File: src/rtl/dcp_tx_fmt.sv
// rtl/dcp_tx_fmt.sv - debug print transmitter: raw char or 8 hex digits, sent as 8N1 UART.
// Optional macro TX_HEX_SPACE_EN appends a space after each hex word.
module dcp_tx_fmt #(
  parameter int CLK_FREQ = 100_000_000,
  parameter int BAUD     = 115200
) (
  input  logic        clk,
  input  logic        rstn,
  input  logic        req_tx,
  input  logic        type_tx,
  input  logic [31:0] din,
  output logic        ack_tx,
  output logic        busy,
  output logic        txd
);

  localparam int DIV = CLK_FREQ / BAUD;
  localparam int DW  = (DIV > 1) ? $clog2(DIV) : 1;
  localparam logic [DW-1:0] DIV_LAST = DW'(DIV - 1);
`ifdef TX_HEX_SPACE_EN
  localparam logic [3:0] HEX_CHARS = 4'd9;
`else
  localparam logic [3:0] HEX_CHARS = 4'd8;
`endif

  typedef enum logic [2:0] {IDLE, LOAD, START, BITS, STOP, ACK, REARM} state_t;

  state_t        state, state_d;
  logic [DW-1:0] div_cnt, div_cnt_d;
  logic [2:0]    bit_cnt, bit_cnt_d;
  logic [3:0]    char_cnt, char_cnt_d;
  logic [31:0]   word, word_d;
  logic          typ, typ_d;
  logic [7:0]    tx_byte, tx_byte_d;
  logic          ack_d, busy_d, txd_d;
  logic [3:0]    n_chars, char_nxt;

  function automatic logic [7:0] hex_ascii(input logic [3:0] n);
    hex_ascii = (n < 4'd10) ? (8'h30 + {4'd0, n}) : (8'h41 + {4'd0, n} - 8'd10);
  endfunction

  always_ff @(posedge clk or negedge rstn) begin
    if (!rstn) begin
      state    <= IDLE;
      div_cnt  <= '0;
      bit_cnt  <= '0;
      char_cnt <= '0;
      word     <= '0;
      typ      <= 1'b0;
      tx_byte  <= '0;
      ack_tx   <= 1'b0;
      busy     <= 1'b0;
      txd      <= 1'b1;
    end else begin
      state    <= state_d;
      div_cnt  <= div_cnt_d;
      bit_cnt  <= bit_cnt_d;
      char_cnt <= char_cnt_d;
      word     <= word_d;
      typ      <= typ_d;
      tx_byte  <= tx_byte_d;
      ack_tx   <= ack_d;
      busy     <= busy_d;
      txd      <= txd_d;
    end
  end

  // Outputs are computed for the next state and registered, so txd leads with no input path.
  always_comb begin
    state_d    = state;
    div_cnt_d  = div_cnt;
    bit_cnt_d  = bit_cnt;
    char_cnt_d = char_cnt;
    word_d     = word;
    typ_d      = typ;
    tx_byte_d  = tx_byte;
    ack_d      = 1'b0;
    busy_d     = busy;
    txd_d      = txd;
    n_chars    = typ ? HEX_CHARS : 4'd1;
    char_nxt   = char_cnt + 4'd1;
    case (state)
      IDLE: begin
        if (req_tx) begin
          word_d     = din;
          typ_d      = type_tx;
          char_cnt_d = '0;
          busy_d     = 1'b1;
          div_cnt_d  = '0;
          state_d    = LOAD;
        end
      end
      LOAD: begin
        // Hex digits are taken from the top nibble and the word shifted up.
        if (!typ) tx_byte_d = word[7:0];
`ifdef TX_HEX_SPACE_EN
        else if (char_cnt == 4'd8) tx_byte_d = 8'h20;
`endif
        else begin
          tx_byte_d = hex_ascii(word[31:28]);
          word_d    = {word[27:0], 4'h0};
        end
        div_cnt_d = '0;
        txd_d     = 1'b0;
        state_d   = START;
      end
      START: begin
        if (div_cnt == DIV_LAST) begin
          div_cnt_d = '0;
          bit_cnt_d = '0;
          txd_d     = tx_byte[0];
          state_d   = BITS;
        end else begin
          div_cnt_d = div_cnt + 1'b1;
        end
      end
      BITS: begin
        if (div_cnt == DIV_LAST) begin
          div_cnt_d = '0;
          if (bit_cnt == 3'd7) begin
            txd_d   = 1'b1;
            state_d = STOP;
          end else begin
            bit_cnt_d = bit_cnt + 3'd1;
            tx_byte_d = {1'b0, tx_byte[7:1]};
            txd_d     = tx_byte[1];
          end
        end else begin
          div_cnt_d = div_cnt + 1'b1;
        end
      end
      STOP: begin
        if (div_cnt == DIV_LAST) begin
          div_cnt_d  = '0;
          char_cnt_d = char_nxt;
          if (char_nxt < n_chars) begin
            state_d = LOAD;
          end else begin
            ack_d   = 1'b1;
            state_d = ACK;
          end
        end else begin
          div_cnt_d = div_cnt + 1'b1;
        end
      end
      ACK: begin
        busy_d    = 1'b0;
        div_cnt_d = '0;
        state_d   = REARM;
      end
      REARM: begin
        if (!req_tx) state_d = IDLE;
      end
      default: state_d = IDLE;
    endcase
  end

endmodule

File: config.mk
export PLATFORM = sky130hd
export DESIGN_NAME = dcp_tx_fmt
export DESIGN_NICKNAME = d
export VERILOG_FILES = /design/src/rtl/dcp_tx_fmt.sv
export SDC_FILE = /design/constraint.sdc
export NUM_CORES = 1
export LEC_CHECK = 0
export BUFFER_PORTS_ARGS = -buffer_cell sky130_fd_sc_hd__buf_2
export CAP_MARGIN = 10
export CORE_ASPECT_RATIO = 0.8
export CORE_MARGIN = 3
export CORE_UTILIZATION = 25
export DETAILED_ROUTE_END_ITERATION = 8
export SYNTH_ARGS = -nofsm -noshare
export SYNTH_HDL_FRONTEND = slang
export SYNTH_SLANG_ARGS = --single-unit
File: constraint.sdc
create_clock -name clk -period 2.5 [get_ports clk]
set_input_delay 0.125 -clock clk [delete_from_list [all_inputs] [get_ports clk]]
set_output_delay 0.125 -clock clk [all_outputs]
set_load 0.03 [all_outputs]
# Word-level counts from Yosys, hierarchy flattened
# Index checks and enable logic that the tools add are counted.
# totals
register_bits,64
input_bits,36
output_inout_bits,3
word_cells,89
# op_classes
n_addsub,6
magnitude_cmp,2
eq_ne,16
muxes,36
n_reduce_logical,19
# op_table
op,n
$mux W32,2
$pmux W32 S2,1
$mux W8,4
$mux W3,10
$pmux W10 S3,1
$pmux W3 S7,1
$mux W10,2
$ne A2 B2 Y1 const B,8
$pmux W8 S2,1
$eq A3 B3 Y1 const B,4
$mux W4,3
$reduce_and A3 Y1,4
$add A10 B1 Y10 const B,1
$eq A10 B10 Y1 const B,1
$reduce_bool A2 Y1,5
$add A7 B4 Y8 const A,1
$pmux W4 S2,1
$sub A8 B4 Y8 const B,1
$add A6 B4 Y7 const A,1
$mux W1,7
$eq A3 B2 Y1 const B,2
$pmux W3 S2,1
$reduce_and A2 Y1,3
$reduce_and A6 Y1,1
12 further kinds,13

# Logic depth before layout (Yosys ltp)
# Gate-level depths: netlist of run 1.
# logic_depth
ltp_word,5
ltp_mapped,8
ltp_nobuf,7

# Least setup slack after synthesis of run 1
# OpenSTA, ideal clock, no wires.
# synth_path
kind,flip-flop to flip-flop
startpoint,reg bit_cnt[0]
endpoint,reg tx_byte[0]
setup_ns,0.124
t_arrival_ns,1.796
path_slack_ns,0.580
path_stages_with_launch,8
n_path_buf,2
period_less_slack_ns,1.920
cell_sequence,dfrtp_1 > ha_1 > ha_1 > clkbuf_1 > nor3b_2 > a41oi_2 > buf_2 > o31a_1
# synth_between
elab_chain_cells,3
# synth_lines
element,line_no,text
start: declaration,30,"logic [2:0] bit_cnt, bit_cnt_d;"
start signal: assignment,57,bit_cnt <= bit_cnt_d;
$eq A3 B3 Y1,120,if (bit_cnt == 3'd7) begin
$ne A2 B2 Y1 (no line),--,
$reduce_and A3 Y1 (no line),--,
end signal: assignment,61,tx_byte <= tx_byte_d;
end: declaration,34,"logic [7:0] tx_byte, tx_byte_d;"
# No other way between the ends.
# A chain may end at the register's enable or synchronous reset.

# Final worst setup path of run 1
# layout_path
startpoint,reg bit_cnt[0]
endpoint,reg tx_byte[5]
# Same word-level chain as after synthesis.

==> results.txt, run 1 <==
Power per cell area: 1020 nW/um^2. The run gives 0 as the number of setup violations in the final report. In this run the standard cell core region covers 13,100 sq um.

The run gives 5600 um as the total half-perimeter wirelength after legalization and detailed placement. The tools report the area taken by multi-input logic gates as 1670 sq um. The floorplan has 37 rows.

Buffers inserted to repair hold after CTS numbered 0. Entering global routing, the biggest net connects 65 pins. Measured against its own limit, the worst slew margin works out to 44.7%. For the initial antenna violation count, the log shows 0.

The area growth from synthesis to layout is 20.0%. The starting density of the core was 26.1%. The full die area was 15,100 sq um; the maximum net fanout on the critical path was 14. The number of warning messages in the yosys log is 0. For the overall track demand over capacity in global routing, the log shows 11.2%. The tools report the number of standard cells after synthesis as 355.

Start point of the critical path: bit_cnt[0]. Setup repair after global routing left no endpoint under its margin. When the netlist entered floorplanning its net count stood at 397.

After detailed routing, the total wire length is 7940 um. The run gives 0.462 GHz as the timing-limited maximum frequency. For this run, asynchronously set or reset flops after synthesis account for 100%. The detailed router finished its first iteration with 196 violations. The kind of path behind the tightest hold check was in -> async.

Category of the worst setup path capture point: a register. After clock tree synthesis, the repair step resized 0 gates. The run gives 23 as the count of endpoints failing hold in the final timing report. The routed wire length per instance came out at 13.9 um. For the final worst hold slack, the log shows -0.0264 ns.

The library cells used most frequently in the layout, excluding fill and tap cells, are sky130_fd_sc_hd__dfrtp_1, sky130_fd_sc_hd__nand2_1, sky130_fd_sc_hd__o21ai_0. The run gives 39 as the total I/O pin count. After synthesis the netlist holds a flip-flop and latch count of 64. TritonCTS built the clock tree. The number of inserted filler cells in the final layout came out at 1,366. Counting the buffers created by CTS gives 9.

The mean cell area of the mapped netlist came out at 9.62 sq um. The run finished, with violations left. The data required time at the worst endpoint was 2.71 ns.

The latest clock arrival within the worst-skew pair was 0.33 ns; the setup TNS was 0 ns. Measured along the y axis, the die boundary spans 111 um. For the post-CTS setup repair buffer count, the log shows 0. The number of nets in the layout is 431. For this design the total switching power over the nets is 1.37 mW. The number of antenna diodes in the final layout is 0.

The footprint of the flip-flops and latches is 1600 sq um. Routability-driven placement finished with a final weighted congestion of 0.832. The number of violations of the max-capacitance limit was 0; the area of the mapped netlist was 3410 sq um. Once detail routing completed, the nets flagged for antenna violations numbered 0. The depth of the CTS H-tree was 3. At the pin with the least slew margin, the transition time is 0.829 ns.

The library cell used most frequently in the layout, excluding fill and tap cells, is sky130_fd_sc_hd__dfrtp_1. Of the cells placed in the final design, the portion with a size suffix greater than 1 is 18.0%. Count of flip-flops with a built-in enable after synthesis: 0. After layout, the design draws a total of 4.19 mW. Count of unresolved DRC violations after routing: 0. The root cell of the clock tree is sky130_fd_sc_hd__clkbuf_16. Number of pins exceeding their max-slew limit in the final report: 0. The tree built by TritonCTS fans out to 64 sinks. STA classifies the critical path startpoint as a register.

For the static leakage, the log shows 1.82 nW. The checks that failed: hold timing. Counting along the longest clock path gives a buffer depth of 2. After layout, the minimum clock period comes to 2.16 ns. The via-per-instance ratio is 4.69, and the part of the power in the clock network is 32.1%.

After clock tree synthesis, the clock-pin slew on the worst setup and hold paths is 0.05 ns. In this run switching power makes up 32.6% of total power. The tools report the power share of the combinational group as 24.0%. The tools report the launch point of the worst reg-to-reg path as bit_cnt[0]. The run gives 0.00420 ns as the final setup skew. The tools report the number of global-route vias before repair as 2,654. Internal power contribution: 2.82 mW. For this run, the register share of the synthesized area comes to 46.9%. Measured along the x axis, the die boundary spans 137 um. VDD sags by at most 0.354 mV.

The final critical path takes up 86.5% of the cycle. The arrival time of data at the critical path endpoint was 2.38 ns. The first detailed-routing pass took 5 iterations. The logs give 43.8% for the portion of total power attributed to sequential cells and 57 for the count of different cell masters after synthesis.

For this run, the leading register cell type out of synthesis is sky130_fd_sc_hd__dfrtp_1. The count of buffers added on input and output ports is 38. The worst setup path is of the reg -> reg kind.

The first global-routing pass estimated 13,200 um of wire. Routed via count: 2,667. Total overflow reported by the global router: 0.
-- critical path, cell delays in order, from the launching register on --
cell and delay, ns:
sky130_fd_sc_hd__dfrtp_1 0.41, sky130_fd_sc_hd__ha_1 0.22, sky130_fd_sc_hd__ha_1 0.29, sky130_fd_sc_hd__nor3b_2 0.28, sky130_fd_sc_hd__a41oi_2 0.34, sky130_fd_sc_hd__inv_1 0.18
sky130_fd_sc_hd__mux2_2 0.34
-- final timing paths --
kind / to / slack [ns] / depth (start not counted)
worst max-delay path: tx_byte[5] / 0.34 / 6
worst min-delay path: div_cnt[5] / -0.03 / 2
worst max register to register: tx_byte[5] / 0.34 / 6
worst min register to register: word[17] / 0.48 / 2
max in group asynchronous: word[28] / 1.97 / 2
min in group clk: typ / 0.01 / 3
-- final cells by class --
type	count	area share, %
clock inverter	6	2.02
tap	175	5.34
inverter	12	1.10
timing repair buffer	43	5.86
clock buffer	10	5.83
sequential	64	39.1
multi-input combinational	259	40.7
-- per-layer routing --
layer	wire length (um)	vias up	track usage, %	part of all wire (%)
met2	3320	70	15.2	42
met3	614	11	5.01	7.7
met1	3890	1230	15.5	49
met5	0	-	0	0
li1	-	1356	-	-
met4	116	0	3.90	1.5
-- through the flow --
| step | util (%) | worst slack (ns) | hold WS (ns) | cell area, sq um | cells |
|---|---|---|---|---|---|
| floorplan | - | 0.580 | -0.171 | 3410 | 355 |
| global placement | 28.8 | 0.420 | 0.359 | 3780 | 553 |
| detailed placement | 28.8 | 0.348 | 0.361 | 3780 | 553 |
| CTS | 31.3 | 0.336 | 0.0127 | 4100 | 569 |
| global route | 31.3 | 0.200 | 0.0159 | 4100 | 569 |
| finish | 31.3 | 0.338 | -0.0264 | 4100 | 569 |
-- flip-flops by register name (all words and copies together) (netlist names) --
signal	cells
word	32
bit_cnt	3
busy	1
state	3
typ	1
txd	1
char_cnt	4
ack_tx	1
tx_byte	8
div_cnt	10
-- power by group through the flow --
| stage | registers, mW | clock network [mW] | logic (mW) |
|---|---|---|---|
| 5_1_grt | 1.90 | 1.43 | 1.17 |
| 2_1_floorplan | 1.67 | 0 | 0.850 |
| 3_3_place_gp | 1.82 | 0 | 0.976 |
| 4_1_cts | 1.84 | 1.38 | 1.02 |
| 3_5_place_dp | 1.85 | 0 | 1.02 |
| 6_report | 1.84 | 1.34 | 1.01 |
-- cell usage after synthesis (all sizes together), types with 2 or more instances --
cell type / count / area share [%]
a211oi: 2 / 0.44
a21o: 5 / 1.1
a21oi: 6 / 0.88
a31oi: 11 / 2.0
a41oi: 4 / 1.2
and2: 2 / 0.37
and3: 5 / 0.92
and4: 2 / 0.51
and4b: 2 / 0.59
buf: 9 / 1.8
clkbuf: 11 / 1.2
dfrtp: 63 / 46
ha: 6 / 2.2
inv: 11 / 1.2
mux2: 2 / 0.66
mux2i: 30 / 8.8
nand2: 57 / 6.3
nand2b: 2 / 0.37
nand3: 11 / 1.6
nand3b: 3 / 0.66
nand4: 5 / 1.1
nor2: 9 / 0.99
nor2b: 3 / 0.62
nor3: 2 / 0.29
nor3b: 5 / 1.7
nor4: 3 / 0.55
o211ai: 4 / 0.88
o21ai: 51 / 7.5
o22ai: 2 / 0.37
or2: 2 / 0.37
or3: 5 / 0.92
xnor2: 3 / 0.77
-- cells by family after synthesis --
group	count (synthesis)	synth area share, %
AOI/OAI and AO/OA	96	17.3
xor gates and xnor gates	3	0.770
adders and majority gates	6	2.20
buffers and inverters	32	4.36
DFF	64	46.9
muxes	32	9.45
and+or+nand+nor	122	19.0
Power figures use the tool's default switching activity.
==> run 2, diff against run 1 <==
--- a/config.mk
+++ b/config.mk
@@ -7,10 +7,13 @@
 export LEC_CHECK = 0
 export BUFFER_PORTS_ARGS = -buffer_cell sky130_fd_sc_hd__buf_2
 export CAP_MARGIN = 10
+export CELL_PAD_IN_SITES_DETAIL_PLACEMENT = 0
+export CELL_PAD_IN_SITES_GLOBAL_PLACEMENT = 2
 export CORE_ASPECT_RATIO = 0.8
 export CORE_MARGIN = 3
 export CORE_UTILIZATION = 25
 export DETAILED_ROUTE_END_ITERATION = 8
+export PLACE_DENSITY_LB_ADDON = 0.1
 export SYNTH_ARGS = -nofsm -noshare
 export SYNTH_HDL_FRONTEND = slang
 export SYNTH_SLANG_ARGS = --single-unit
==> constraint.sdc (replaced) <==
create_clock -name clk -period 2.46 [get_ports clk]
set_input_delay 0.123 -clock clk [delete_from_list [all_inputs] [get_ports clk]]
set_output_delay 0.123 -clock clk [all_outputs]
set_load 0.03 [all_outputs]
==> run 2 against run 1 <==
Against the previous run: the flow now finishes without violations; cell area grew 1.5%; clock skew grew 0.0025 ns; final cell count grew 1.4%; largest cell class unchanged.
==> results.txt, run 2 (same netlist as run 1, synthesis figures left out) <==
The count of unresolved DRC violations after routing is 0. The run gives 154 as the DRC marker count from the first detailed-route iteration. The area overhead of the layout relative to synthesis came out at 21.8%. The die boundary width is 137 um, and the pre-CTS setup slack is 0.466 ns. Counting stages on the worst path, the most repeated cell is sky130_fd_sc_hd__ha_1.

Between clock sinks in the finished design, the worst skew comes to 0.00669 ns. The run gives 0.33 ns as the latest clock arrival within the worst-skew pair. The depth of the CTS H-tree was 3. The setup TNS is 0 ns, and the count of buffers inserted at the top-level ports is 38. The share of total power consumed by net switching was 33.7%; the internal power contribution was 2.83 mW. The first global-routing pass estimated 15,300 um of wire. The tools report the total I/O pin count as 39.

The timing-limited maximum frequency is 0.502 GHz, and the count of endpoints failing hold in the final timing report is 0. The initial antenna violation count is 0. The highest ir drop seen on vdd was 0.339 mV; the clock-pin slew on the worst setup and hold paths was 0.06 ns. The arrival time of data at the critical path endpoint was 2.21 ns.

The via-per-instance ratio came out at 4.71. More flip-flops sit in one register than any other, and that register is word. Row generation in the floorplan step produced 37 rows.

In this run the post-CTS setup repair buffer count came out at 0. The setup path with the least slack is of type reg -> reg. Number of nets in the layout: 440. The path class of the tightest hold or removal check is in -> reg.

Leaving out fill and tap cells, the most frequent cell in the layout is sky130_fd_sc_hd__dfrtp_1. The routed wire length per instance is 16.2 um, and the number of setup violations in the final report is 0. In this run the power density over the cells is 1030 nW/um^2.

The total overflow reported by the global router was 0. Entering global routing, the biggest net connects 65 pins. From bottom edge to top edge, the die measures 111 um. The stage delay of the slowest cell on the critical path is 0.40 ns.

The analysis attributes to net switching a power of 1.44 mW. Number of violations of the max-capacitance limit: 0. The floorplan step defined a core boundary enclosing 13,100 sq um. The final layout contains routed wiring with a total length of 9320 um. The worst setup path is launched from a register. The share of final-layout standard cells stronger than drive strength 1 works out to 19.2%. Once routing completed, OpenROAD measured the worst setup slack at 0.468 ns.

The run gives 0 as the remaining antenna violation count after routing. STA classifies the critical path endpoint as a register. The tools report the TritonCTS buffer count as 9.

The number of pins exceeding their max-slew limit in the final report was 0. TritonCTS built the clock tree. The tools report the root cell of the clock tree as sky130_fd_sc_hd__clkbuf_16.

Part of the power in the clock network: 31.2%. Portion of total power attributed to sequential cells: 43.6%. The clock passes through at most 2 buffers. Setup repair after global routing left no endpoint under its margin.

Overall power consumption after layout is estimated at 4.27 mW. CTS saw 64 sinks. In this run the static leakage power is 1.85 nW. The largest registers in the layout are word (32), div_cnt (10), tx_byte (8). The flow ran to the end, and the final reports show no timing, DRC or antenna violations. Power share of the combinational group: 25.1%. For this run, the detailed router's first-pass iteration total came to 5. The number of global-route vias before repair was 2,755. Once placement finished, the instance area stood at 3830 sq um.

The die covers 15,100 sq um. The run gives 26.1% as the starting density of the core. The logs give 6670 um for the total half-perimeter wirelength after legalization and detailed placement and 4160 sq um for the post-route standard cell area excluding fillers. The worst-margin pin slew was 0.494 ns.

In the layout the commonest cells are sky130_fd_sc_hd__dfrtp_1, sky130_fd_sc_hd__nand2_1, sky130_fd_sc_hd__o21ai_0. On the critical path, the stage with the largest delay is an instance of sky130_fd_sc_hd__dfrtp_1. The final weighted congestion of routability-driven global placement came out at 0.698.

The flip-flop count of the largest register after layout is 32, and the data required time at the worst endpoint is 2.67 ns. Across all register-to-register paths, the minimum setup slack is 0.47 ns. The overall track demand over capacity in global routing came out at 13.0%. Category of cells accounting for the largest share of critical-path delay: compound AO/OA/AOI/OAI gates. The buffers plus inverters on the worst setup path was 1; the routed via count was 2,719. The worst-case headroom to the max-slew limit was 67.0%; the antenna diode count was 0.

Along the worst path, the maximum fanout reaches 9. The critical path goes through ha_1, ha_1, nor3b_2, a41oi_2, buf_4, o31a_1. After layout, the minimum clock period comes to 1.99 ns. Of the available clock period, the critical path in the final layout requires 81.0%.
## run 2: changes by cell type in the layout (fill, tap and decap cells not counted), sizes merged
cell,previous run,this run
buf,43,50
clkinv,4,1
dlygate4sd3,0,2
bufinv,2,1
clkbuf,10,13
## run 2: timing repair
item / 4_1_cts / 5_1_grt
resized for setup: 0 / 0
hold buffers: 2 / 0
endpoints found under the hold margin: 64 / 0
## run 2: final timing paths
| kind | from | endpoint | cells after the start |
|---|---|---|---|
| worst max-delay path | bit_cnt[0] | tx_byte[0] | 6 |
| worst min-delay path | din[0] | word[0] | 3 |
| worst max register to register | bit_cnt[0] | tx_byte[0] | 6 |
| worst min register to register | word[8] | word[8] | 2 |
| max in group asynchronous | rstn | div_cnt[7] | 3 |
| min in group asynchronous | rstn | char_cnt[2] | 3 |
## run 2: tightest hold or removal path, cell delays in order
cell and delay, ns:
sky130_fd_sc_hd__buf_2 0.10, sky130_fd_sc_hd__nand2_1 0.04, sky130_fd_sc_hd__o21ai_0 0.06
## run 2: layout make-up
class                           instances  area [sq um]
Clock buffer                           13           270
Inverter                               12          45.0
Sequential cell                        64          1600
Multi-Input combinational cell        259          1670
Tap cell                              175           219
Timing Repair Buffer                   52           313
Fill cell                            1388          8940
Clock inverter                          2          37.5
## run 2: power groups by stage
stage | Sequential (mW) | Combinational, mW | Clock (mW)
after floorplan | 1.70 | 0.864 | 0
after global placement | 1.89 | 1.08 | 0
after detailed placement | 1.89 | 1.09 | 0
after CTS | 1.87 | 1.09 | 1.38
after global routing | 1.95 | 1.25 | 1.43
final | 1.86 | 1.07 | 1.33
## run 2: routing by layer
| metal | GRT usage, % | share of wire (%) | vias up |
|---|---|---|---|
| met3 | 4.14 | 3.6 | 5 |
| met1 | 20.5 | 56 | 1312 |
| met4 | 2.62 | 0.76 | 0 |
| met2 | 17.1 | 40 | 34 |
| met5 | 0 | 0 | - |
| li1 | - | - | 1368 |
## run 2: through the flow
stage	instances	util (%)	hold WS [ns]
after floorplan	355	-	-0.173
after global placement	560	29.2	0.194
after detailed placement	560	29.2	0.186
after global routing	577	31.7	0.0470
after CTS	577	31.7	0.0296
final	577	31.7	0.0424
